### src/rtl/display_n_digits.sv
// Free-running binary to seven-segment converter: serial double-dabble into a
// BCD register, then registered segment patterns with leading-zero blanking
// and an overflow indication when the value does not fit in DIGITS digits.
module display_n_digits #(
  parameter int WIDTH         = 11,
  parameter int DIGITS        = 4,
  parameter int BLANK_LEADING = 1
) (
  input  logic                   clk,
  input  logic                   rst,
  input  logic [WIDTH-1:0]       value,
  output logic [DIGITS-1:0][6:0] displays,
  output logic                   done,
  output logic                   overflow
);

  localparam int unsigned NB_MIN = (WIDTH + 2) / 3;
  localparam int unsigned NB     = (DIGITS > int'(NB_MIN)) ? DIGITS : NB_MIN;
  localparam int unsigned BW     = 4 * NB;
  localparam int unsigned CW     = $clog2(WIDTH + 1);

  localparam logic [6:0] SEG_BLANK = 7'b1111111;
  localparam logic [6:0] SEG_DASH  = 7'b0111111;

  typedef enum logic [1:0] {LOAD, SHIFT, DONE} state_t;

  state_t                  state, state_nx;
  logic [WIDTH-1:0]        shreg;
  logic [BW-1:0]           bcd;
  logic [BW-1:0]           bcd_adj_c;
  logic [BW-1:0]           bcd_nx_c;
  logic [CW-1:0]           cnt;
  logic [DIGITS-1:0][6:0]  disp_c;
  logic                    ovf_c;
  logic                    seen_c;
  logic [3:0]              dig_c;

  // Active-low segment pattern {g,f,e,d,c,b,a} for one BCD digit.
  function automatic logic [6:0] seg7(input logic [3:0] d);
    case (d)
      4'd0:    seg7 = 7'b1000000;
      4'd1:    seg7 = 7'b1111001;
      4'd2:    seg7 = 7'b0100100;
      4'd3:    seg7 = 7'b0110000;
      4'd4:    seg7 = 7'b0011001;
      4'd5:    seg7 = 7'b0010010;
      4'd6:    seg7 = 7'b0000010;
      4'd7:    seg7 = 7'b1111000;
      4'd8:    seg7 = 7'b0000000;
      4'd9:    seg7 = 7'b0010000;
      default: seg7 = SEG_BLANK;
    endcase
  endfunction

  // State register.
  always_ff @(posedge clk or negedge rst) begin
    if (!rst) state <= LOAD;
    else      state <= state_nx;
  end

  // Next-state logic: LOAD -> WIDTH x SHIFT -> DONE -> LOAD.
  always_comb begin
    state_nx = state;
    case (state)
      LOAD:    state_nx = SHIFT;
      SHIFT:   if (cnt == CW'(WIDTH - 1)) state_nx = DONE;
      DONE:    state_nx = LOAD;
      default: state_nx = LOAD;
    endcase
  end

  // Double-dabble step: add 3 to every digit >= 5, then shift in the next bit.
  always_comb begin
    bcd_adj_c = '0;
    for (int i = 0; i < int'(NB); i++) begin
      if (bcd[4*i +: 4] >= 4'd5) bcd_adj_c[4*i +: 4] = bcd[4*i +: 4] + 4'd3;
      else                       bcd_adj_c[4*i +: 4] = bcd[4*i +: 4];
    end
    // The adjusted top bit is always zero for a correctly sized BCD register.
    bcd_nx_c = BW'({bcd_adj_c, shreg[WIDTH-1]});
  end

  // Conversion datapath: capture, shift, count.
  always_ff @(posedge clk or negedge rst) begin
    if (!rst) begin
      shreg <= '0;
      bcd   <= '0;
      cnt   <= '0;
    end else begin
      case (state)
        LOAD: begin
          shreg <= value;
          bcd   <= '0;
          cnt   <= '0;
        end
        SHIFT: begin
          shreg <= {shreg[WIDTH-2:0], 1'b0};
          bcd   <= bcd_nx_c;
          cnt   <= cnt + CW'(1);
        end
        default: ;
      endcase
    end
  end

  // Segment decode with overflow dashes and leading-zero blanking.
  always_comb begin
    disp_c = '1;
    ovf_c  = 1'b0;
    seen_c = 1'b0;
    dig_c  = '0;
    for (int i = DIGITS; i < int'(NB); i++) begin
      if (bcd[4*i +: 4] != 4'd0) ovf_c = 1'b1;
    end
    for (int i = DIGITS - 1; i >= 0; i--) begin
      dig_c = bcd[4*i +: 4];
      if (dig_c != 4'd0 || i == 0) seen_c = 1'b1;
      if (ovf_c)                               disp_c[i] = SEG_DASH;
      else if (BLANK_LEADING != 0 && !seen_c)  disp_c[i] = SEG_BLANK;
      else                                     disp_c[i] = seg7(dig_c);
    end
  end

  // Registered outputs, updated only in DONE.
  always_ff @(posedge clk or negedge rst) begin
    if (!rst) begin
      displays <= '1;
      overflow <= 1'b0;
      done     <= 1'b0;
    end else begin
      done <= (state == DONE);
      if (state == DONE) begin
        displays <= disp_c;
        overflow <= ovf_c;
      end
    end
  end

endmodule
### config.mk
export PLATFORM = sky130hd
export DESIGN_NAME = display_n_digits
export DESIGN_NICKNAME = d
export VERILOG_FILES = /design/src/rtl/display_n_digits.sv
export SDC_FILE = /design/constraint.sdc
export NUM_CORES = 1
export LEC_CHECK = 0
export CORE_MARGIN = 2
export CORE_UTILIZATION = 30
export CTS_BUF_LIST = sky130_fd_sc_hd__clkbuf_8
export DETAILED_ROUTE_END_ITERATION = 10
export DONT_BUFFER_PORTS = 1
export PLACE_DENSITY = 0.48
export SYNTH_ARGS = -nofsm -noshare
export SYNTH_HDL_FRONTEND = slang
export SYNTH_SLANG_ARGS = --single-unit
export TNS_END_PERCENT = 10
### constraint.sdc
create_clock -name clk -period 4.9 [get_ports clk]
set_input_delay 0 -clock clk [delete_from_list [all_inputs] [get_ports clk]]
set_output_delay 0 -clock clk [all_outputs]
set_load 0.02 [all_outputs]
**After elaboration in Yosys (flattened, before gate mapping)**

Memories as Yosys holds them, arrays and structs flattened. A register that Yosys moved wholly into a read port is not among the register bits.
Index checks and enable logic that the tools add are counted.
Widths: inputs -> output; s select.

- Flip-flop bits (word level): 55
- Memory bits (read-only): 448
- Input bits: 13
- Output and inout bits: 30
- Logic and storage cells: 46
- Memories kept: 4

Memory list:

| memory | depth | bits a word | read ports | clocked after Yosys merged registers in | wr ports | RTL line | source |
|---|---|---|---|---|---|---|---|
| (no name shown) | 16 | 7 | 1 | 0 | 0 | 40 | `case (d)` |
| (no name shown) | 16 | 7 | 1 | 0 | 0 | 40 |  |
| (no name shown) | 16 | 7 | 1 | 0 | 0 | 40 |  |
| (no name shown) | 16 | 7 | 1 | 1 | 0 | 40 |  |

- Add/sub/neg operators: 5
- $lt $le $gt $ge: 4
- Equal/unequal tests: 4
- Mux-type cells: 15
- Reductions and logical operators: 6

Operators with widths:

| kind | count |
|---|---|
| $pmux 16 s2 | 1 |
| $pmux 11 s2 | 1 |
| $mux 7 | 3 |
| $ge 4x3->1 const B | 4 |
| $add 4x2->4 const B | 3 |
| $mux 4 | 3 |
| $reduce_bool 4->1 | 3 |
| $pmux 4 s2 | 1 |
| $add 4x1->4 const B | 1 |
| $eq 4x4->1 const B | 1 |
| $pmux 2 s2 | 1 |
| $add 3x2->3 const B | 1 |
| $mux 1 | 3 |
| $mux 3 | 1 |
| $eq 2x1->1 const B | 1 |
| $eq 2x2->1 const B | 1 |
| $logic_not 2->1 | 1 |
| $mux 2 | 1 |
| $ne 2x2->1 const B | 1 |
| $reduce_bool 2->1 | 1 |
| $logic_not 1->1 | 1 |

**Longest topological paths before layout**

Gate-level depths: netlist of the first run.

- Depth after elaboration: 5
- Mapped depth: 8
- Mapped depth without buffers: 6

**Worst setup path before layout of the first run**

OpenSTA, ideal clock, no wires.

- Path kind: register to register
- Start: register bcd[1]
- End: register bcd[2]
- Library setup time: 0.083 ns
- Data arrival time: 1.523 ns
- Required time: 4.817 ns
- Path slack: 3.294 ns
- Cell stages (with the launch flop): 7
- Path buffers: 0
- Clock period less this slack: 1.606 ns
- Cells stage by stage: dfrtp_1 inv_1 ha_1 nand2b_1 a21oi_1 mux2_2 o22ai_1

- Word-level cells in the longest chain between the ends: 3
- Elaborated cells on any way between the ends: 4
- Classes of those cells: add/sub: 1; order compare: 1; mux: 2

Ends and longest elaborated chain:

| item | RTL line | source |
|---|---|---|
| from (decl) | 29 | `logic [BW-1:0] bcd;` |
| from (signal assigned) | 98 | `bcd <= bcd_nx_c;` |
| $add 4x2->4 or $ge 4x3->1 (tied branches) | 76 | `if (bcd[4*i +: 4] >= 4'd5) bcd_adj_c[4*i +: 4] = bcd[4*i +: 4] + 4'd3;` |
| $mux 4 (*) | 76 |  |
| $pmux 16 s2 (*) | 90 | `case (state)` |

Every way passes the cells marked *; elsewhere a longest branch is shown, timed or not.
A chain may end at the register's enable or synchronous reset.

**Worst setup path in the final report of the first run**

- Start: register state[0]
- End: register displays[13] (netlist bit)

- Word-level cells in the longest chain between the ends: 1

Ends and longest elaborated chain:

| item | RTL line | source |
|---|---|---|
| from (decl) | 27 | `state_t state, state_nx;` |
| from (signal assigned) | 58 | `else state <= state_nx;` |
| $eq 2x2->1 | 132 | `if (state == DONE) begin` |
| to (signal assigned) | 133 | `displays <= disp_c;` |
| to (decl) | 12 | `output logic [DIGITS-1:0][6:0] displays,` |

No other way between the ends.

==> impl_results.md, run 1 <==
- Unrepaired setup endpoints after global routing: false
- First-pass GRT wire length: 13030 um
- Worst hold slack: 0.2020 ns
- Initial DRT Pass Iterations: 4
- Most frequent cells in the layout: nand2_1 (41), dfrtp_1 (34), a21oi_1 (32)
- Status: complete, no violations
- Post-Synth XOR/XNOR Area: 0.01267
- HP Class: input pin to async pin
- Post-CTS setup buffer count: 0
- Wire per inst: 14.67 um
- DRC Markers: 0
- Vias in the first global route: 2565
- Clock Latency Late Sink: 0.35 ns
- Post-Syn Area: 3456 um2
- Pleak: between 1.5 and 2 nW
- Synth Area in Adders: 0.09051
- Final instance area: 3835 um2
- Setup ws final: about 2.4 ns
- Ys Warns: 0
- Placed wire-length estimate: between 4000 and 5000 um
- Post-Layout Cell Count: 507
- Post-synth EDFFs: 0
- Worst Path Max Fanout: 31
- Setup TNS: 0 ns
- Total power: about 2.0 mW
- Final count of hold timing violations: 0
- Max incr delay on CP: roughly 0.85 ns
- Syn_area_per_cell: approximately 9.7 um2
- CTS Root Cell: clkbuf_8
- Cell accounting for the most synthesized area: dfrtp_1
- Setup CP Type: flip-flop to flip-flop
- Die Area: 12390 um2
- Chip Height: between 100 and 150 um
- Crit-path cells: nand2b_1 > inv_2 > nand2_1 > o21bai_4 > o22a_1
- Data arrival, critical path: ~2.8 ns
- Largest family of logic cells by synthesized area: compound AO/OA/AOI/OAI gates
- Core ar.: approximately 11000 um2
- Fraction of registers with async set/reset: 1.000
- Post-Place Cells: between 400 and 500
- Grt ovf: 0
- Initial drt markers: 112
- Via density per instance: approximately 5
- # H-tree levels: 3
- Gate Count Post-Synth: 356
- Crit end category: flip-flop
- Die width: 111.3 um
- Critical Path Start Type: flip-flop
- Pwr dens: 530.3 nW/um2
- Share of layout cells above drive strength 1: 0.1456
- Max_slew headroom: 0.4786
- Fillers: 1167
- CTS Buffer Depth: 2
- Via Count: about 2500
- Final Util: 0.3387
- Largest net degree at the start of global routing: 63
- Area delta synth->final: 10.97%
- Min cycle time layout: between 2 and 3 ns
- Placed cell area: 3526 um2
- CTS tree: yes
- CTS Buf Count: 9
- TritonCTS Sinks: 62
- Proportion of synthesized area in mux cells: 0.04960
- Sequential fraction of the synthesis area: 0.4591
- DP Worst Slack: 2.310 ns
- Synth top area share: 0.2462
- Simple logic cell fraction of the synthesized area: 0.1191
- Slowest stage cell on the critical path: dfrtp_1
- Post-route ant nets: 0
- Max Cap Viol: 0
- #FFs+latches synth: 62
- Wirelength, routed: 7438 um
- Max Slew Vio Count: 0
- Port Buffers: 0
- Row count: 39
- Reg clk slew, reported paths: 0.07 ns
- Synth Area in Compound Gates: 0.2136
- Synth area leaders: dfrtp_1 (25%), dfstp_2 (21%), ha_1 (9.1%)
- Initial Util: 0.3053
- GP Congestion: roughly 0.74
- Post-Syn Nets: 394
- Setup violators final: 0
- Unique cell type count in the Yosys netlist: 46
- Antenna Cells: 0
- Antenna violations before repair: 0
- Ports: 43
- All-Layer GR Usage: 0.1309
- Most common cell after layout, fill and taps aside: nand2_1
- Required time worst endpoint: approximately 5.2 ns
- # nets final: 397
- Worst Tran Pin Value: a little under 0.8 ns
- Final worst-path cycle share: 0.5160
- Top FF cell, synth: dfrtp_1
- Max IR drop VDD: 230.9 uV
- Fmax: 0.3955 GHz
- Clk_skew: 0.01016 ns
[critical path: cells and delay by family (launching register included)]
| family | cells | cell delay [ns] |
|---|---|---|
| AOI/OAI and AO/OA | 2 | 0.33 |
| DFF | 1 | 0.85 |
| and+or+nand+nor | 2 | 0.86 |
| buffers and inverters | 1 | 0.43 |
[state kept, by name, summed over array words and instances (netlist names)]
register / flops
done: 1
shreg: 11
displays: 28
state: 2
cnt: 4
bcd: 16
[metal layers]
metal  global-route usage  share of wire
met1               0.1706           0.47
met5                    0              0
met2               0.2053           0.48
met3              0.05063          0.041
met4              0.03457         0.0066
[logic make-up after synthesis]
kind of cell / after synthesis
AO/OA/AOI/OAI: 116
XOR/XNOR: 5
adder cells (fa/ha/maj): 25
buffers and inverters: 41
flip-flops: 62
multiplexers: 17
other: 1
AND/OR/NAND/NOR: 89
[path summary, 6_finish.rpt]
check / slack (ns) / start / cells after the start / endpoint
setup / recovery: 2.37 / state[0] / 5 / displays[13]
hold / removal: 0.20 / rst / 2 / bcd[7]
setup reg to reg: 2.37 / state[0] / 5 / displays[13]
hold reg to reg: 0.49 / shreg[9] / 2 / shreg[9]
max in group asynchronous: 4.38 / rst / 2 / displays[14]
min in group clk: 0.34 / value[0] / 2 / shreg[0]
[area by class of cell]
class                           count  area (um2)  share of cell area
Timing Repair Buffer               14       155.1             0.04046
Inverter                           19       71.32             0.01860
Tap cell                          143       178.9             0.04666
Multi-Input combinational cell    253        1682              0.4385
Clock buffer                       10       137.6             0.03589
Sequential cell                    62        1587              0.4137
Clock inverter                      6       23.77            0.006199
[cell usage after synthesis, drive strengths merged (2+ instances only)]
cell     n
nand2   41
nor3b    2
a21o     2
xnor2    4
nor3     3
or3      2
a21oi   34
nor2    24
mux2i   16
nand3    2
inv     19
buf     14
clkbuf   8
o31ai    7
dfstp   28
a22o     4
o21ai   35
ha      25
a32oi    2
o22ai    5
dfrtp   34
or2      2
a31oi    5
nand2b   9
o22a    13
o21bai   3
[what timing repair did]
action / in CTS / in global routing
hold buffers: 13 / 0
hold endpoints to repair: 73 / 0
resized for setup: 0 / 0
[report_power, final]
group | internal, mW | leakage, nW | switching [mW] | total (mW)
Clock | 0.187 | 0.102 | 0.195 | 0.383
Combinational | 0.282 | 0.868 | 0.320 | 0.603
Sequential | 0.744 | 0.730 | 0.304 | 1.05
Power figures use the tool's default switching activity.
==> run 2: changes to the inputs <==
--- a/config.mk
+++ b/config.mk
@@ -5,6 +5,7 @@
 export SDC_FILE = /design/constraint.sdc
 export NUM_CORES = 1
 export LEC_CHECK = 0
+export ABC_AREA = 1
 export CORE_MARGIN = 2
 export CORE_UTILIZATION = 30
 export CTS_BUF_LIST = sky130_fd_sc_hd__clkbuf_8
==> constraint.sdc (replaced) <==
create_clock -name clk -period 2.5 [get_ports clk]
set_input_delay 0 -clock clk [delete_from_list [all_inputs] [get_ports clk]]
set_output_delay 0 -clock clk [all_outputs]
set_load 0.02 [all_outputs]
==> run 2 against run 1 <==
  * Clock skew increased by 0.0011 ns
  * Clock-buffer cell count unchanged
  * Worst setup slack got worse by 1.6 ns
  * Clock power increased by 97%
  * Area after synthesis increased by 0.54%
  * Worst hold slack got worse by 0.0088 ns
  * Critical path depth increased by 2
  * Critical path type unchanged
  * Via count increased by 12%
  * Cell count increased by 18%
  * Critical endpoint is now bcd[8]
  * Combinational power increased by 84%
  * Flip-flop and latch count unchanged
  * Non-clock buffer count increased by 5
  * Largest power group unchanged
==> impl_results.md, run 2 <==
- Placed wire-length estimate: 5183 um
- Post-Synth XOR/XNOR Area: 0.005041
- Synth Area in Compound Gates: 0.1098
- Regs by FF count: displays x28, bcd x16, shreg x11
- Ys Warns: 0
- Syn_area_per_cell: 7.969 um2
- Gate Count Post-Synth: 436
- All-Layer GR Usage: 0.1355
- Global route hottest layer: met2
- Fraction of registers with async set/reset: 1.000
- Sw Ratio: 0.4189
- Top delay family on crit path: flip-flops
- CTS Buf Count: 9
- Chip Height: around 110 um
- Max incr delay on CP: around 0.46 ns
- Synth Area in Adders: 0.09003
- Via Count: 2782
- Port Buffers: 0
- Cell accounting for the most synthesized area: dfrtp_1
- Required time worst endpoint: 2.75 ns
- Synth top area share: 0.2449
- Worst Path Max Fanout: 7
- Max IR drop VDD: 529.1 uV
- CTS Root Cell: clkbuf_8
- Top FF cell, synth: dfrtp_1
- Antenna Cells: 0
- Psw: 1.577 mW
- Setup violators final: 0
- Met2 Use GR: 0.2117
- Post-route ant nets: 0
- CTS tree: yes
- Row count: 39
- Global Route met3 Usage: 0.04409
- Reg clk slew, reported paths: 0.07 ns
- Die width: 111.6 um
- Final count of hold timing violations: 0
- FF-to-FF Start: bcd[4]
- Critical Path Start Type: flip-flop
- Post-CTS setup buffer count: 0
- #FFs+latches synth: between 60 and 70
- Internal power: 2.187 mW
- Unique cell type count in the Yosys netlist: 27
- Initial DRT Pass Iterations: 4
- Most frequent cell after synthesis: nand2_1
- Clk_skew: 0.01122 ns
- Die Area: 12460 um2
- # nets final: 487
- DRC Markers: 0
- Reg2reg end: bcd[8]
- Seq pwr share: 0.505
- Min cycle time layout: 1.708 ns
- TritonCTS Sinks: between 60 and 70
- Placed cell area: 3596 um2
- Post-CTS Resized: 0
- Max Cap Viol: 0
- Crit end category: flip-flop
- Pleak: 1.894 nW
- Post-Syn Area: 3475 um2
- Most frequent cells after synthesis: nand2_1 (122), nor2_1 (49), nand3_1 (36)
- Ports: 43
- Setup TNS: 0 ns
- CTS Buffer Depth: 2
- CP bufs+invs: 2
- Share of layout cells above drive strength 1: 0.1322
- Grt ovf: 0
- Largest net degree at the start of global routing: 63
- Antenna violations before repair: 0
- HP Class: input pin to async pin
- GP Congestion: approximately 0.84
- Final instance area: between 3000 and 4000 um2
- Unrepaired setup endpoints after global routing: false
- Initial drt markers: 95
- Crit-path cells: inv_1 > ha_1 > inv_1 > o21ai_0 > nand2_1 > nand4_1 > nand2_1
- Largest family of logic cells by synthesized area: simple AND/OR/NAND/NOR gates
- Met1 global-route usage: 0.1663
- Fmax: roughly 0.59 GHz
- Sequential fraction of the synthesis area: 0.4566
- Clock Latency Late Sink: 0.35 ns
- Status: complete, no violations
- First-pass GRT wire length: 13630 um
- Wire per inst: 12.80 um
- Wirelength, routed: between 7000 and 8000 um
- Reg with most FFs: displays
- FF-to-FF setup slack: 0.79 ns
- Core ar.: roughly 11000 um2
- Most common cell after layout, fill and taps aside: nand2_1
- # H-tree levels: 3
- Proportion of synthesized area in mux cells: 0
- Setup CP Type: flip-flop to flip-flop
- Max reg flops: 28
- Synth area leaders: dfrtp_1 (24%), dfstp_2 (21%), nand2_1 (13%)
- Final worst-path cycle share: 0.6833
- Most frequent cells in the layout: nand2_1 (122), nor2_1 (49), inv_1 (39)
- Gate power share: 0.294
- Simple logic cell fraction of the synthesized area: 0.2679
- Data arrival, critical path: 1.96 ns
- Post-Place Cells: 568
- Post-synth EDFFs: 0
- Vias in the first global route: between 2000 and 3000
- FF-to-FF path depth: 7
- Clock share of power: 0.201
- Pwr dens: 963.8 nW/um2
- Total power: 3.764 mW
- Initial Util: 0.3056
- Area delta synth->final: 12.39%
- Slowest stage cell on the critical path: dfrtp_1
- Worst hold slack: 0.1932 ns
- Via density per instance: 4.660
- Post-Syn Nets: 474
- Max Slew Vio Count: 0
- Post-Layout Cell Count: 597
## run 2: changes by cell type after synthesis, sizes merged, moves of 8 or more
cell	delta
inv	+18
nand2	+84
mux2i	-16
a21oi	-8
o22a	-12
nand3	+34
nor2	+33
nand2b	-9
## run 2: logic make-up after synthesis
family | after synthesis
simple gates | 221
compound gates | 71
flops | 62
buf+inv | 54
fa+ha+maj | 25
xor+xnor | 2
other cells | 1
## run 2: timing repair
| item | 4_1_cts | 5_1_grt |
|---|---|---|
| hold endpoints to repair | 73 | 0 |
| endpoints found under the setup margin | 0 | 0 |
| hold buffers | 13 | 0 |
## run 2: power groups by stage
stage               combinational [mW]  clock [mW]  sequential [mW]
global placement                  1.06           0             1.92
detailed placement                1.06           0             1.93
CTS                               1.11       0.806             1.91
global route                      1.31       0.842             1.95
floorplan                        0.939           0             1.81
finish                            1.11       0.755             1.90
## run 2: through the flow
step	utilization	setup WS, ns
2_1_floorplan	-	1.070
3_3_place_gp	0.3163	0.9071
3_5_place_dp	0.3163	0.8525
4_1_cts	0.3435	0.8356
5_1_grt	0.3435	0.6209
6_report	0.3435	0.7918
## run 2: final cells by class
| class | count | area, um2 |
|---|---|---|
| Inverter | 37 | 138.9 |
| Sequential cell | 62 | 1587 |
| Tap cell | 143 | 178.9 |
| Fill cell | 1216 | 7465 |
| Multi-Input combinational cell | 320 | 1647 |
| Timing Repair Buffer | 19 | 192.7 |
| Clock inverter | 6 | 23.77 |
| Clock buffer | 10 | 137.6 |
## run 2: per-layer routing
metal,routed length [um],vias to the layer above
met5,0,-
met4,245,0
met3,384,16
met2,3419,64
met1,3591,1276
li1,-,1426
## run 2: worst max path at each step
stage	end	from	slack [ns]	cells past startpoint
4_1_cts	bcd[6]	bcd[4]	0.84	8
5_1_grt	bcd[5]	bcd[4]	0.62	8
6_report	bcd[8]	bcd[4]	0.79	7
2_1_floorplan	bcd[4]	bcd[0]	1.07	7
3_5_place_dp	bcd[1]	bcd[0]	0.85	8
3_3_place_gp	bcd[8]	bcd[4]	0.91	7
